[src/rtl/quad_decoder_if.sv]
// Quadrature decoder bus: encoder phases, index and clear in; position, direction, status out.
interface quad_decoder_if #(
  parameter int WIDTH = 16
);
  logic             a;
  logic             b;
  logic             z;
  logic             clr;
  logic [WIDTH-1:0] cnt;
  logic             dir;
  logic             step;
  logic             err;
  logic [WIDTH-1:0] idx_cnt;
  logic             idx_valid;

  modport master (
    output a, b, z, clr,
    input  cnt, dir, step, err, idx_cnt, idx_valid
  );

  modport slave (
    input  a, b, z, clr,
    output cnt, dir, step, err, idx_cnt, idx_valid
  );
endinterface

[src/rtl/quad_decoder.sv]
// Quadrature encoder decoder: synchronised, glitch-filtered A/B/Z inputs drive a signed
// position counter with direction, step pulse, sticky skip error and index capture.
module quad_decoder #(
  parameter int WIDTH      = 16,
  parameter int FILTER     = 2,
  parameter int INDEX_MODE = 1
) (
  input logic           clk,
  input logic           reset,
  quad_decoder_if.slave bus
);

  localparam logic [3:0] F_LAST     = 4'(FILTER - 1);
  localparam logic [4:0] PRIME_LAST = 5'(FILTER + 2);

  logic [2:0]       w_in;
  logic [2:0]       r_s1;
  logic [2:0]       r_s2;
  logic [2:0]       r_filt;
  logic [3:0]       r_fcnt [3];
  logic [4:0]       r_pcnt;
  logic             r_primed;
  logic             r_pa;
  logic             r_pb;
  logic             r_pz;
  logic [WIDTH-1:0] r_cnt;
  logic [WIDTH-1:0] r_idx_cnt;
  logic             r_dir;
  logic             r_step;
  logic             r_err;
  logic             r_idx_valid;
  logic             w_da;
  logic             w_db;
  logic             w_fwd;
  logic             w_zrise;
  logic [WIDTH-1:0] w_cnt_ph;

  assign w_in = {bus.z, bus.b, bus.a};

  // Bit 0 = a, bit 1 = b, bit 2 = z; each gets its own two-flop sync and level filter.
  always_ff @(posedge clk or posedge reset) begin
    if (reset) begin
      r_s1   <= '0;
      r_s2   <= '0;
      r_filt <= '0;
      for (int unsigned i = 0; i < 3; i++) r_fcnt[i] <= '0;
    end else begin
      r_s1 <= w_in;
      r_s2 <= r_s1;
      for (int unsigned i = 0; i < 3; i++) begin
        if (r_s2[i] != r_filt[i]) begin
          if (r_fcnt[i] == F_LAST) begin
            r_filt[i] <= r_s2[i];
            r_fcnt[i] <= '0;
          end else begin
            r_fcnt[i] <= r_fcnt[i] + 4'd1;
          end
        end else begin
          r_fcnt[i] <= '0;
        end
      end
    end
  end

  // Decoding stays off until the filters have reached the live input level and the
  // previous-sample registers have caught up, so release never produces a phantom step.
  always_ff @(posedge clk or posedge reset) begin
    if (reset) begin
      r_pcnt   <= '0;
      r_primed <= 1'b0;
    end else if (!r_primed) begin
      if (r_pcnt == PRIME_LAST) r_primed <= 1'b1;
      else                      r_pcnt   <= r_pcnt + 5'd1;
    end
  end

  assign w_da    = r_filt[0] ^ r_pa;
  assign w_db    = r_filt[1] ^ r_pb;
  assign w_fwd   = r_filt[1] ^ r_pa;
  assign w_zrise = (INDEX_MODE == 1 || INDEX_MODE == 2) && r_filt[2] && !r_pz;

  always_comb begin
    w_cnt_ph = r_cnt;
    if (w_da ^ w_db)      w_cnt_ph = w_fwd ? r_cnt + WIDTH'(1) : r_cnt - WIDTH'(1);
    else if (w_da & w_db) w_cnt_ph = r_dir ? r_cnt + WIDTH'(2) : r_cnt - WIDTH'(2);
  end

  always_ff @(posedge clk or posedge reset) begin
    if (reset) begin
      r_pa        <= 1'b0;
      r_pb        <= 1'b0;
      r_pz        <= 1'b0;
      r_cnt       <= '0;
      r_idx_cnt   <= '0;
      r_dir       <= 1'b0;
      r_step      <= 1'b0;
      r_err       <= 1'b0;
      r_idx_valid <= 1'b0;
    end else begin
      r_pa        <= r_filt[0];
      r_pb        <= r_filt[1];
      r_pz        <= r_filt[2];
      r_step      <= 1'b0;
      r_idx_valid <= 1'b0;
      if (r_primed) begin
        if (w_da ^ w_db) begin
          r_dir  <= w_fwd;
          r_step <= 1'b1;
        end else if (w_da & w_db) begin
          r_step <= 1'b1;
          r_err  <= 1'b1;
        end
        r_cnt <= w_cnt_ph;
        if (w_zrise) begin
          r_idx_cnt   <= r_cnt;
          r_idx_valid <= 1'b1;
          if (INDEX_MODE == 1) r_cnt <= '0;
        end
      end
      // Clear wins over index and phase updates, including the sticky error.
      if (bus.clr) begin
        r_cnt <= '0;
        r_err <= 1'b0;
      end
    end
  end

  assign bus.cnt       = r_cnt;
  assign bus.dir       = r_dir;
  assign bus.step      = r_step;
  assign bus.err       = r_err;
  assign bus.idx_cnt   = r_idx_cnt;
  assign bus.idx_valid = r_idx_valid;

endmodule
[src/flat_wrapper.sv]
// flat-port wrapper written by rule: the top's interface ports become plain ports
module quad_decoder_flat 
#(
  parameter int WIDTH      = 16,
  parameter int FILTER     = 2,
  parameter int INDEX_MODE = 1
)
  (clk, reset, bus_a, bus_b, bus_z, bus_clr, bus_cnt, bus_dir, bus_step, bus_err, bus_idx_cnt, bus_idx_valid);
  quad_decoder_if #(.WIDTH(WIDTH)) bus_i ();
  input logic clk;
  input logic reset;
  input wire logic [$bits(bus_i.a)-1:0] bus_a;
  input wire logic [$bits(bus_i.b)-1:0] bus_b;
  input wire logic [$bits(bus_i.z)-1:0] bus_z;
  input wire logic [$bits(bus_i.clr)-1:0] bus_clr;
  output wire logic [$bits(bus_i.cnt)-1:0] bus_cnt;
  output wire logic [$bits(bus_i.dir)-1:0] bus_dir;
  output wire logic [$bits(bus_i.step)-1:0] bus_step;
  output wire logic [$bits(bus_i.err)-1:0] bus_err;
  output wire logic [$bits(bus_i.idx_cnt)-1:0] bus_idx_cnt;
  output wire logic [$bits(bus_i.idx_valid)-1:0] bus_idx_valid;
  assign bus_i.a = bus_a;
  assign bus_i.b = bus_b;
  assign bus_i.z = bus_z;
  assign bus_i.clr = bus_clr;
  assign bus_cnt = bus_i.cnt;
  assign bus_dir = bus_i.dir;
  assign bus_step = bus_i.step;
  assign bus_err = bus_i.err;
  assign bus_idx_cnt = bus_i.idx_cnt;
  assign bus_idx_valid = bus_i.idx_valid;
  quad_decoder #(.WIDTH(WIDTH), .FILTER(FILTER), .INDEX_MODE(INDEX_MODE)) u_core (.clk(clk), .reset(reset), .bus(bus_i));
endmodule
[config.mk]
export PLATFORM = sky130hd
export DESIGN_NAME = quad_decoder_flat
export DESIGN_NICKNAME = d
export VERILOG_FILES = /design/src/rtl/quad_decoder_if.sv /design/src/rtl/quad_decoder.sv /design/src/flat_wrapper.sv
export SDC_FILE = /design/constraint.sdc
export NUM_CORES = 1
export LEC_CHECK = 0
export ABC_AREA = 1
export ABC_CLOCK_PERIOD_IN_PS = 2250
export BUFFER_PORTS_ARGS = -buffer_cell sky130_fd_sc_hd__clkbuf_2
export CORE_MARGIN = 1.5
export CORE_UTILIZATION = 52
export CTS_BUF_LIST = sky130_fd_sc_hd__clkbuf_4 sky130_fd_sc_hd__clkbuf_8
export DETAILED_ROUTE_END_ITERATION = 10
export PLACE_DENSITY_LB_ADDON = 0.12
export SLEW_MARGIN = 15
export SYNTH_ARGS = -nofsm -noshare
export SYNTH_HDL_FRONTEND = slang
export SYNTH_SLANG_ARGS = --single-unit
[constraint.sdc]
create_clock -name clk -period 2.25 [get_ports clk]
set_input_delay 0 -clock clk [delete_from_list [all_inputs] [get_ports clk]]
set_output_delay 0 -clock clk [all_outputs]
set_load 0.005 [all_outputs]
After elaboration in Yosys (flattened, before gate mapping)
Index checks and enable logic that the tools add are counted.
{"block": "op_classes", "add_sub_neg": 8, "muxes": 24, "n_bitwise": 7, "eq_ne": 8, "reduce_logical": 13}
{"cell": "$mux W16", "count": 7}
{"cell": "$mux W4", "count": 6}
{"cell": "$add A16 B1 Y16 const B", "count": 1}
{"cell": "$add A16 B2 Y16 const B", "count": 1}
{"cell": "$sub A16 B1 Y16 const B", "count": 1}
{"cell": "$sub A16 B2 Y16 const B", "count": 1}
{"cell": "$reduce_and A2 Y1", "count": 7}
{"cell": "$add A4 B1 Y4 const B", "count": 3}
{"cell": "$eq A4 B1 Y1 const B", "count": 3}
{"cell": "$mux W1", "count": 11}
{"cell": "$add A5 B1 Y5 const B", "count": 1}
{"cell": "$eq A5 B3 Y1 const B", "count": 1}
{"cell": "$reduce_bool A2 Y1", "count": 2}
{"cell": "$reduce_bool A4 Y1", "count": 1}
{"cell": "$xor A1 B1 Y1", "count": 4}
{"cell": "$ne A1 B1 Y1", "count": 3}
{"cell": "$reduce_and A3 Y1", "count": 1}
{"cell": "$ne A2 B2 Y1 const B", "count": 1}
{"cell": "$not A1 Y1", "count": 2}
{"cell": "$and A1 B1 Y1", "count": 1}
{"cell": "$logic_and A1 B1 Y1", "count": 1}
{"cell": "$logic_not A1 Y1", "count": 1}
{"block": "word_totals", "elab_cells": 79, "input_bits": 6, "register_bits": 66, "out_inout_bits": 36}

Longest topological paths before layout
Gate-level depths: netlist of the first run.
{"block": "logic_depth", "depth_word": 7, "depth_mapped": 18, "depth_no_buf": 17}

Worst setup path before layout of the first run
OpenSTA, ideal clock, no wires.
{"block": "synth_path", "path_kind": "flip-flop to flip-flop", "from": "reg u_core.r_pa", "to": "reg u_core.r_cnt[10], in the netlist u_core.bus.cnt[10]", "period_less_slack_ns": 2.091, "path_buffers": 2, "stages_incl_launch_ff": 16, "arrival_time_ns": 1.975, "required_ns": 2.134, "slack_ns": 0.159, "path_cell_list": "dfrtp_1 xnor2_1 inv_1 ha_1 buf_2 inv_2 nand3_1 nand2_2 inv_2 nand3_1 inv_2 buf_6 nand2_1 inv_1 nand2_1 nand2_1"}
{"block": "synth_between", "elab_chain_len": 6}
{"element": "start: declaration", "line": "quad_decoder.sv:23", "text": "logic r_pa;"}
{"element": "start signal: assignment", "line": "quad_decoder.sv:100", "text": "r_pa <= r_filt[0];"}
{"element": "$xor A1 B1 Y1 (on tied branches)", "line": "quad_decoder.sv:79, quad_decoder.sv:77"}
{"element": "$mux W16 / $xor A1 B1 Y1 (equally long branches)", "line": "quad_decoder.sv:84", "text": "if (w_da ^ w_db) w_cnt_ph = w_fwd ? r_cnt + WIDTH'(1) : r_cnt - WIDTH'(1);"}
{"element": "$mux W16", "line": "quad_decoder.sv:84"}
{"element": "$mux W16", "line": "quad_decoder.sv:114", "text": "if (w_zrise) begin"}
{"element": "$mux W16", "line": "quad_decoder.sv:105", "text": "if (r_primed) begin"}
{"element": "$mux W16", "line": "quad_decoder.sv:121", "text": "if (bus.clr) begin"}
{"element": "end signal: assignment", "line": "quad_decoder.sv:113", "text": "r_cnt <= w_cnt_ph;"}
{"element": "end: declaration", "line": "quad_decoder.sv:26", "text": "logic [WIDTH-1:0] r_cnt;"}
Parallel ways exist; a longest one is shown, timed or not. The select of a mux whose other input is x is not followed.
A chain may end at the register's enable or synchronous reset.

Worst setup path in the final report of the first run
{"block": "layout_path", "from": "reg u_core.r_pa", "to": "reg u_core.r_cnt[13], in the netlist u_core.bus.cnt[13]"}
The elaborated chain is that of the path after synthesis.

==> reports/results.ini, run 1 <==
[setup_path]
critical_path_peak_fanout = 13
critical_path.endpoint_type = flop
timing.critical_path.from_type = flop
data_required_time_of_the_worst_path_ps = 2490
setup.worst_path.class = flop to flop
worst-endpoint-arrival_ps = 2370
timing.reg2reg.worst_path_depth = 14

[timing]
fmaxAchievable_mhz = 469
fin_skew_ps = 11.7
period_needed_ps = 2130
layout_worst_path_cycle_share_pct = 94.8
hold-worst-slack_ps = 288
finalHoldViolations = 0
rsz_0062_raised_after_global_routing = true
postLayoutSetupSlackWorst_ps = 117
worst_slew_margin_rel_pct = 54.4
max_slew.worst_pin.slew_ps = 683
endpoints_failing_setup = 0
report.final.slew_viol_count = 0

[yosys]
flop_and_latch_count_out_of_synthesis = 66
yosys_warnings = 0
cell_area_after_synthesis_mm2 = 0.00443
synthesis.instances = 627
syn-num-nets = 660
yosys.cell_types.count = 32
ys_top_cells_by_area = dfrtp_1 (37%), nand2_1 (16%), nand3_1 (9.4%), ha_1 (7.3%), inv_1 (6.4%)
synth_area_per_cell_um2 = 7.06
synth_largest_area_cell = dfrtp_1
synth_top_cell_area_share_pct = 37.3
synth-seq-area-share_pct = 37.3

[placement]
placement.io_buffers = 41
dp_hpwl_mm = 9.09
pre_cts_ws_ps = -76.8
gp_routability_congestion = 0.937

[cts]
insertion_delay_ps = 350
tritoncts.num_buffers = 9
cts.sink_count = 66
cts-root-to-sink-buffers = 2
tritoncts = yes
clkTransAtPathRegs_ps = 80
clock-root-buffer = clkbuf_8
cts.htree.levels = 3

[detailed_routing]
finalWirelength_mm = 12.0
remaining_drc_errors = 0
drt_iter0_drc = 283
routed_via_density = 5.33
antenna_left = 0
routed-via-count = 4352
detail_route.first_pass.iterations = 5
wirelength_per_cell_um = 14.7

[global_route]
grt_pass1_vias = 4025
grt-ovfl-total = 0
grt_max_degree = 37
global_route.usage.total_pct = 28.0
wire_length_of_the_first_global_routing_pass_mm = 19.2
antenna_violations_before_repair = 0

[floorplanning]
placementRows = 33
floorplan.io_pins = 42
die_outline_area_mm2 = 0.00908
die_width_um = 95.3
die-height_um = 95.3
core_area_mm2 = 0.00822
initial_core_util_pct = 53.9

[layout]
layout-area-overhead-vs-synth_pct = 20.2
final_layout_size_suffix_gt1_share_pct = 17.6
finalNetCount = 740
final_core_utilization_pct = 64.8
n_antenna_cell = 0

[job]
number_of_violations_of_the_max_capacitance_limit = 0

[outcome]
run_status = complete, no violations

[min_path]
timing.hold.worst.class = input pin to asynchronous set/reset pin

## cells in the mapped netlist (all sizes together)
library cell,instances
nand3,83
or2,3
nor2,49
a21oi,26
a41oi,6
o31ai,1
dfrtp,66
xor2,8
buf,9
nor3,4
o21ai,39
mux2,1
o21bai,1
o21a,2
clkbuf,3
and2,1
a41o,2
o22ai,4
nand3b,1
a31oi,3
ha,26
nand2,196
xnor2,8
inv,81
nand4,3
fa,1
## layout by cell type, fill, tap and decap left out, drive strengths merged, types with 2 or more instances in the layout
cell and instances:
nand4 3, bufinv 2, clkinvlp 3, nand2 196
nor3 4, inv 80, a41o 2, a21oi 26
clkinv 2, xor2 8, ha 26, a31oi 3
dlygate4sd3 5, or2 3, o21a 2, nand3 83
o22ai 4, clkbuf 50, buf 35, xnor2 8
dfrtp 66, nor2 49, o21ai 39, a41oi 6
## worst max-delay path, cell delays in order (launching register included)
cell and delay [ps]:
dfrtp_2 450, buf_4 160, xnor2_1 210, inv_1 70
ha_1 320, inv_2 70, nand3_1 110, nand2_2 100
inv_2 40, nand3_1 130, inv_4 110, nand2_1 110
inv_1 40, nand2_1 50, nand2_1 50
## flip-flops by register name (all words and copies together) (netlist names)
| signal | cells |
|---|---|
| u_core.r_filt | 3 |
| u_core.bus.cnt | 16 |
| u_core.r_s1 | 3 |
| u_core.bus.dir | 1 |
| u_core.bus.idx_cnt | 16 |
| u_core.r_pcnt | 5 |
| u_core.bus.err | 1 |
| u_core.r_primed | 1 |
| u_core.r_s2 | 3 |
| u_core.bus.idx_valid | 1 |
| u_core.r_pb | 1 |
| u_core.r_fcnt | 12 |
| u_core.bus.step | 1 |
| u_core.r_pz | 1 |
| u_core.r_pa | 1 |
## stage by stage
stage,std cells,TNS (ps),instance area [µm²]
6_report,816,0,5320
5_1_grt,816,-91.9,5320
4_1_cts,812,0,5210
3_5_place_dp,791,-168,4920
3_3_place_gp,791,-28.1,4920
2_1_floorplan,627,0,4430
## metal layers
metal | routed length (µm) | part of all wire (%) | vias to the layer above | global-route usage, %
met5 | 0 | 0 | - | 0
met4 | 431 | 3.6 | 0 | 13.7
met3 | 412 | 3.4 | 33 | 3.67
met2 | 5860 | 49 | 107 | 47.9
met1 | 5330 | 44 | 2020 | 34.6
li1 | - | - | 2192 | -
## kinds of logic after synthesis
logic type      after synthesis  share of synthesized area (%)
mux                           1                          0.254
buf+inv                      93                           8.67
flops                        66                           37.3
fa+ha+maj                    27                           7.80
compound gates               84                           10.7
xor+xnor                     16                           3.16
simple gates                340                           32.2
## area by class of cell
class | instances | area, µm²
timing repair buffer | 81 | 543
fill | 750 | 2900
clock buffer | 9 | 124
clock inverter | 6 | 92.6
tap | 105 | 131
multi-input combinational | 468 | 2470
sequential | 66 | 1650
inverter | 81 | 310
## path summary, 6_finish.rpt
check	from	to	slack (ps)
min reg2reg	u_core.r_s1[2]	u_core.r_s2[2]	350
max reg2reg	u_core.r_pa	u_core.bus.cnt[13]	120
max	u_core.r_pa	u_core.bus.cnt[13]	120
min in group clk	bus_b	u_core.r_s1[1]	300
min	reset	u_core.r_pcnt[2]	290
max in group asynchronous	reset	u_core.r_filt[1]	1320
## what timing repair did
action	in CTS	in global routing
hold buffers	5	0
resized for setup	1	25
buffers inserted	1	4
setup endpoints to repair	6	11
pin swaps	0	3
hold endpoints to repair	34	0
Power of run 1 is left out: the tool's default activity adds up to more than one toggle a clock period on the data nets, which glitch-free logic cannot reach.
==> run 2: changes to the inputs <==
--- a/config.mk
+++ b/config.mk
@@ -13,6 +13,7 @@
 export CTS_BUF_LIST = sky130_fd_sc_hd__clkbuf_4 sky130_fd_sc_hd__clkbuf_8
 export DETAILED_ROUTE_END_ITERATION = 10
 export PLACE_DENSITY_LB_ADDON = 0.12
+export REMOVE_ABC_BUFFERS = 1
 export SLEW_MARGIN = 15
 export SYNTH_ARGS = -nofsm -noshare
 export SYNTH_HDL_FRONTEND = slang
==> reports/results.ini, run 2 (synthesis gave the netlist of run 1 again) <==
[cts]
clkTransAtPathRegs_ps = 80  ; about the same
tritoncts.num_buffers = 9  ; unchanged
cts.htree.levels = 3  ; unchanged
tritoncts = yes
clock-root-buffer = clkbuf_8
cts-root-to-sink-buffers = 2  ; unchanged
cts.sink_count = 66  ; unchanged
insertion_delay_ps = 360  ; about the same

[timing]
report.final.slew_viol_count = 0  ; unchanged
period_needed_ps = 2100  ; -29.9 ps
endpoints_failing_setup = 0  ; unchanged
finalSetupTns_ps = 0  ; unchanged
rsz_0062_raised_after_global_routing = true
max_slew.worst_pin.slew_ps = 716  ; +33.1 ps
fmaxAchievable_mhz = 475  ; +1.4%
worst_slew_margin_rel_pct = 52.2  ; -2.2 points
fin_skew_ps = 20.5  ; +8.76 ps
layout_worst_path_cycle_share_pct = 93.5  ; -1.3 points
finalHoldViolations = 0  ; unchanged

[job]
number_of_violations_of_the_max_capacitance_limit = 0  ; unchanged

[detailed_routing]
routed_via_density = 5.42  ; +1.7%
remaining_drc_errors = 0  ; unchanged
wirelength_per_cell_um = 14.9  ; +1.3%
finalWirelength_mm = 12.1  ; +0.64%
detail_route.first_pass.iterations = 5  ; unchanged
routed-via-count = 4398  ; +1.1%
antenna_left = 0  ; unchanged
drt_iter0_drc = 248  ; -12%

[floorplanning]
floorplan.io_pins = 42  ; unchanged
die-height_um = 95.3  ; unchanged
die_width_um = 95.3  ; unchanged
placementRows = 33  ; unchanged
initial_core_util_pct = 53.9  ; unchanged
core_area_mm2 = 0.00822  ; unchanged
die_outline_area_mm2 = 0.00908  ; unchanged

[layout]
layout-area-overhead-vs-synth_pct = 18.5
final-seq-area_mm2 = 0.00165  ; unchanged
n_antenna_cell = 0  ; unchanged
final_core_utilization_pct = 63.8  ; -0.93 points
most-common-layout-cells = nand2_1 (186), nand3_1 (83), inv_1 (74)
final_layout_size_suffix_gt1_share_pct = 16.4  ; -1.2 points
mostFrequentLayoutCell = nand2_1
multi_input_comb_area_mm2 = 0.00243  ; -1.4%
finalNetCount = 734  ; -0.81%
nFillCells = 781  ; +4.1%

[setup_path]
worst-endpoint-arrival_ps = 2350  ; -20 ps
timing.critical_path.from_type = flop
setup.worst_path.class = flop to flop
critical_path_peak_fanout = 9  ; -4
critical_path.endpoint_type = flop
data_required_time_of_the_worst_path_ps = 2490  ; about the same

[global_route]
grt-ovfl-total = 0  ; unchanged
global_route.usage.total_pct = 28.6  ; +0.64 points
antenna_violations_before_repair = 0  ; unchanged
grt_pass1_vias = 4110  ; +2.1%
wire_length_of_the_first_global_routing_pass_mm = 19.7  ; +2.8%
grt_max_degree = 35  ; -5.4%

[placement]
dp_hpwl_mm = 9.10  ; +0.13%
gp_routability_congestion = 0.977  ; +4.3%
placement.io_buffers = 41  ; unchanged

[min_path]
timing.hold.worst.class = input pin to flop

[outcome]
run_status = complete, no violations

run 2: cell count changes in the layout (fill, tap and decap cells not counted), sizes merged:
cell / before / now
buf: 35 / 29
clkinvlp: 3 / 2
inv: 80 / 82
run 2: metal layers:
metal | vias to the layer above | track usage (%) | wire length, µm
met1 | 2038 | 35.7 | 5280
met4 | 0 | 10.4 | 304
li1 | 2187 | - | -
met3 | 30 | 5.34 | 583
met5 | - | 0 | 0
met2 | 143 | 49.1 | 5940
run 2: critical path, cell delays in order, from the launching register on:
cell	delay, ps
dfrtp_1	370
inv_2	100
buf_4	150
ha_1	360
a21oi_1	240
o21ai_0	160
a21oi_1	190
nand2_1	80
nand2_1	70
nand3_1	60
nand2_1	60
inv_1	40
nand2_1	60
nand2_1	50
run 2: through the flow:
| step | cell area [µm²] | cells | hold WS [ps] | setup slack, ps |
|---|---|---|---|---|
| after floorplan | 4350 | 615 | 31.4 | -53.0 |
| after CTS | 5190 | 810 | 277 | 55.2 |
| after detailed placement | 4920 | 789 | 110 | -3.75 |
| after global placement | 4920 | 789 | 110 | 28.5 |
| after global routing | 5250 | 811 | 297 | -16.4 |
| final | 5250 | 811 | 301 | 146 |
run 2: path summary, 6_finish.rpt:
kind	start	to	slack, ps	depth (start not counted)
min in group asynchronous	reset	u_core.bus.idx_cnt[13]	330	3
max reg2reg	u_core.bus.dir	u_core.bus.cnt[15]	150	13
min reg2reg	u_core.r_s1[0]	u_core.r_s2[0]	360	0
max	u_core.bus.dir	u_core.bus.cnt[15]	150	13
max in group asynchronous	reset	u_core.r_filt[1]	1260	4
min	bus_a	u_core.r_s1[0]	300	2
run 2: final cells by class:
cell class | count | share of cell area (%)
Clock inverter | 7 | 1.93
Inverter | 81 | 5.80
Timing Repair Buffer | 75 | 9.49
Clock buffer | 9 | 2.36
Multi-Input combinational cell | 468 | 46.4
Tap cell | 105 | 2.50
Sequential cell | 66 | 31.5
run 2: what timing repair did:
item | 4_1_cts | 5_1_grt
pin swaps | 0 | 2
setup buffers | 0 | 1
setup endpoints to repair | 1 | 10
resized for setup | 1 | 18
hold buffers | 5 | 0
hold endpoints to repair | 37 | 0
Power of run 2 is left out for the same reason.
==> run 3: changes to the inputs <==
--- a/config.mk
+++ b/config.mk
@@ -5,9 +5,9 @@
 export SDC_FILE = /design/constraint.sdc
 export NUM_CORES = 1
 export LEC_CHECK = 0
-export ABC_AREA = 1
+export ABC_AREA = 0
 export ABC_CLOCK_PERIOD_IN_PS = 2250
-export BUFFER_PORTS_ARGS = -buffer_cell sky130_fd_sc_hd__clkbuf_2
+export BUFFER_PORTS_ARGS = -buffer_cell sky130_fd_sc_hd__buf_2
 export CORE_MARGIN = 1.5
 export CORE_UTILIZATION = 52
 export CTS_BUF_LIST = sky130_fd_sc_hd__clkbuf_4 sky130_fd_sc_hd__clkbuf_8
==> reports/results.ini, run 3 <==
[pwr]
power_density_mw_per_mm2 = 1810
worst_vdd_ir_v = 0.00122
power_leakage_nw = 2.58
p_total_mw = 9.81

[global_route]
grt_max_degree = 67  ; +91%
global_route.usage.total_pct = 28.2  ; -0.49 points
wire_length_of_the_first_global_routing_pass_mm = 18.1  ; -8.2%
antenna_violations_before_repair = 0  ; unchanged
grt-ovfl-total = 0  ; unchanged
grt_pass1_vias = 3709  ; -9.8%

[floorplanning]
die-height_um = 90.0  ; -5.6%
floorplan.io_pins = 42  ; unchanged
die_width_um = 90.0  ; -5.6%
core_area_mm2 = 0.00729  ; -11%
placementRows = 31  ; -6.1%
die_outline_area_mm2 = 0.00810  ; -11%
initial_core_util_pct = 53.9  ; +0.056 points

[timing]
rsz_0062_raised_after_global_routing = true
period_needed_ps = 2340  ; +237 ps
fin_skew_ps = 12.4  ; -8.04 ps
finalHoldViolations = 0  ; unchanged
postLayoutSetupSlackWorst_ps = -91.1  ; -237 ps
layout_worst_path_cycle_share_pct = 104  ; +11 points
report.final.slew_viol_count = 0  ; unchanged
finalSetupTns_ps = -325  ; -325 ps
worst_slew_margin_rel_pct = 45.0  ; -7.2 points
endpoints_failing_setup = 6  ; +6
fmaxAchievable_mhz = 427  ; -10%
max_slew.worst_pin.slew_ps = 825  ; +109 ps

[detailed_routing]
routed-via-count = 3735  ; -15%
drt_iter0_drc = 316  ; +27%
finalWirelength_mm = 10.9  ; -10%
routed_via_density = 5.69  ; +5.0%
remaining_drc_errors = 0  ; unchanged
detail_route.first_pass.iterations = 5  ; unchanged
wirelength_per_cell_um = 16.6  ; +11%
antenna_left = 0  ; unchanged

[yosys]
synth-seq-area-share_pct = 42.0  ; +4.7 points
synth_area_per_cell_um2 = 9.26  ; +31%
ys_top_cells_by_area = dfrtp_1 (42%), ha_1 (8.3%), nor2_1 (4.6%), o21ai_0 (4.1%), mux2_2 (3.7%)
synth_largest_area_cell = dfrtp_1
synthesis.instances = 425  ; -32%
yosys.cell_types.count = 63  ; +97%
synth.most_common_cell = dfrtp_1
list_of_most_frequent_post_synthesis_cells = dfrtp_1 (66), nor2_1 (48), nand2_1 (34)
cell_area_after_synthesis_mm2 = 0.00393  ; -11%
synth_enable_flop_cells = 0  ; unchanged
flop_and_latch_count_out_of_synthesis = 66  ; unchanged
synth_top_cell_area_share_pct = 42.0  ; +4.7 points
yosys_warnings = 0  ; unchanged
ys_async_sr_fraction_pct = 100  ; unchanged
dominantRegCellSynth = dfrtp_1

[cts]
insertion_delay_ps = 350  ; about the same
clock-root-buffer = clkbuf_8
tritoncts = yes
cts.htree.levels = 3  ; unchanged
tritoncts.num_buffers = 9  ; unchanged
cts-root-to-sink-buffers = 2  ; unchanged
clkTransAtPathRegs_ps = 90  ; about the same
cts.sink_count = 66  ; unchanged

[setup_path]
worst-endpoint-arrival_ps = 2570  ; +220 ps
cpMostUsedCell = a21oi_1
worst-path-buf-inv = 2  ; -1
timing.critical_path.from_type = flop
cp_slowest_stage_delay_ps = 420  ; +50 ps
setup.worst_path.class = flop to flop
data_required_time_of_the_worst_path_ps = 2480  ; about the same
critical_path_peak_fanout = 3  ; -6
critical_path_s_top_delay_family = compound AO/OA/AOI/OAI gates
critical_path.endpoint_type = flop
worstPathCellList = xor2_2 > inv_4 > ha_4 > a21oi_1 > nand2_1 > a21oi_1 > a21oi_1 > a21oi_2 > buf_4 > nor4b_2 > a211o_1
cpMaxStageDelayCell = dfrtp_1

[layout]
final_layout_size_suffix_gt1_share_pct = 37.2  ; +21 points
finalNonFillerCells = 656  ; -19%
most-common-layout-cells = buf_4 (80), dfrtp_1 (66), nor2_1 (45)
layout-area-overhead-vs-synth_pct = 38.1
n_antenna_cell = 0  ; unchanged
mostFrequentLayoutCell = buf_4
finalNetCount = 585  ; -20%

[placement]
placedCellCount = 621  ; -21%
pre_cts_ws_ps = -327  ; -324 ps
dp_hpwl_mm = 7.61  ; -16%
placement.io_buffers = 41  ; unchanged
gp_routability_congestion = 0.912  ; -6.7%

[job]
number_of_violations_of_the_max_capacitance_limit = 0  ; unchanged

[outcome]
violations_in_the_final_reports = setup timing
run_status = finished, violations left

[min_path]
timing.hold.worst.class = input pin to flop

==> run 3: power breakdown <==
part           leakage, nW  total, mW  internal, mW  switching [mW]
Clock                0.120       1.25         0.746           0.502
Combinational         1.60       6.76          3.10            3.67
Sequential           0.857       1.80          1.54           0.261
Total                 2.58       9.81          5.38            4.43
==> run 3: cell type report <==
cell class	instances	area, µm²
repair buffers	130	901
clock inverters	7	124
multi-input cells	323	2420
well taps	99	124
fillers	543	1860
inverters	22	87.6
clock buffers	9	124
flip-flops and latches	66	1650
==> run 3: per-stage QoR <==
stage / cell area (µm²) / hold slack (ps) / utilization (%)
detailed placement: 4720 / 109 / 64.7
global placement: 4720 / 109 / 64.7
global route: 5430 / 297 / 74.5
finish: 5430 / 300 / 74.5
CTS: 5200 / 280 / 71.4
floorplan: 3870 / 31.4 / -
==> run 3: worst paths after layout <==
kind                                      from                      to  slack [ps]  cells after the start
worst max register to register     u_core.r_pa      u_core.bus.cnt[15]         -90                     11
worst min-delay path                     bus_z          u_core.r_s1[2]         300                      2
worst max-delay path               u_core.r_pa      u_core.bus.cnt[15]         -90                     11
min in group asynchronous                reset       u_core.r_fcnt[11]         470                      4
max in group asynchronous                reset  u_core.bus.idx_cnt[13]        1240                      4
worst min register to register  u_core.r_s1[0]          u_core.r_s2[0]         350                      0
==> run 3: metal layers <==
layer  routed length [µm]  up-vias  global-route usage, %
met5                    0        -                      0
met4                  457        0                   11.9
met1                 4670     1798                   35.6
met2                 5230      130                   46.6
li1                     -     1773                      -
met3                  534       34                   6.18
==> run 3: logic make-up (layout without fill, tap and decap cells) <==
| family | after synthesis | count (layout) | synth area share (%) |
|---|---|---|---|
| flops | 66 | 66 | 42.0 |
| fa+ha+maj | 27 | 27 | 8.78 |
| xor+xnor | 28 | 28 | 6.43 |
| buf+inv | 36 | 168 | 3.88 |
| compound gates | 105 | 105 | 16.5 |
| mux | 14 | 14 | 3.98 |
| simple gates | 149 | 149 | 18.4 |
==> run 3: repair_timing <==
item	4_1_cts	5_1_grt
pin swaps	18	9
hold endpoints to repair	71	0
gates resized for setup	29	36
setup buffers	9	6
setup endpoints to repair	12	15
gates cloned	0	0
hold buffers	5	0
Note: power is estimated with default switching activity, not from simulation.
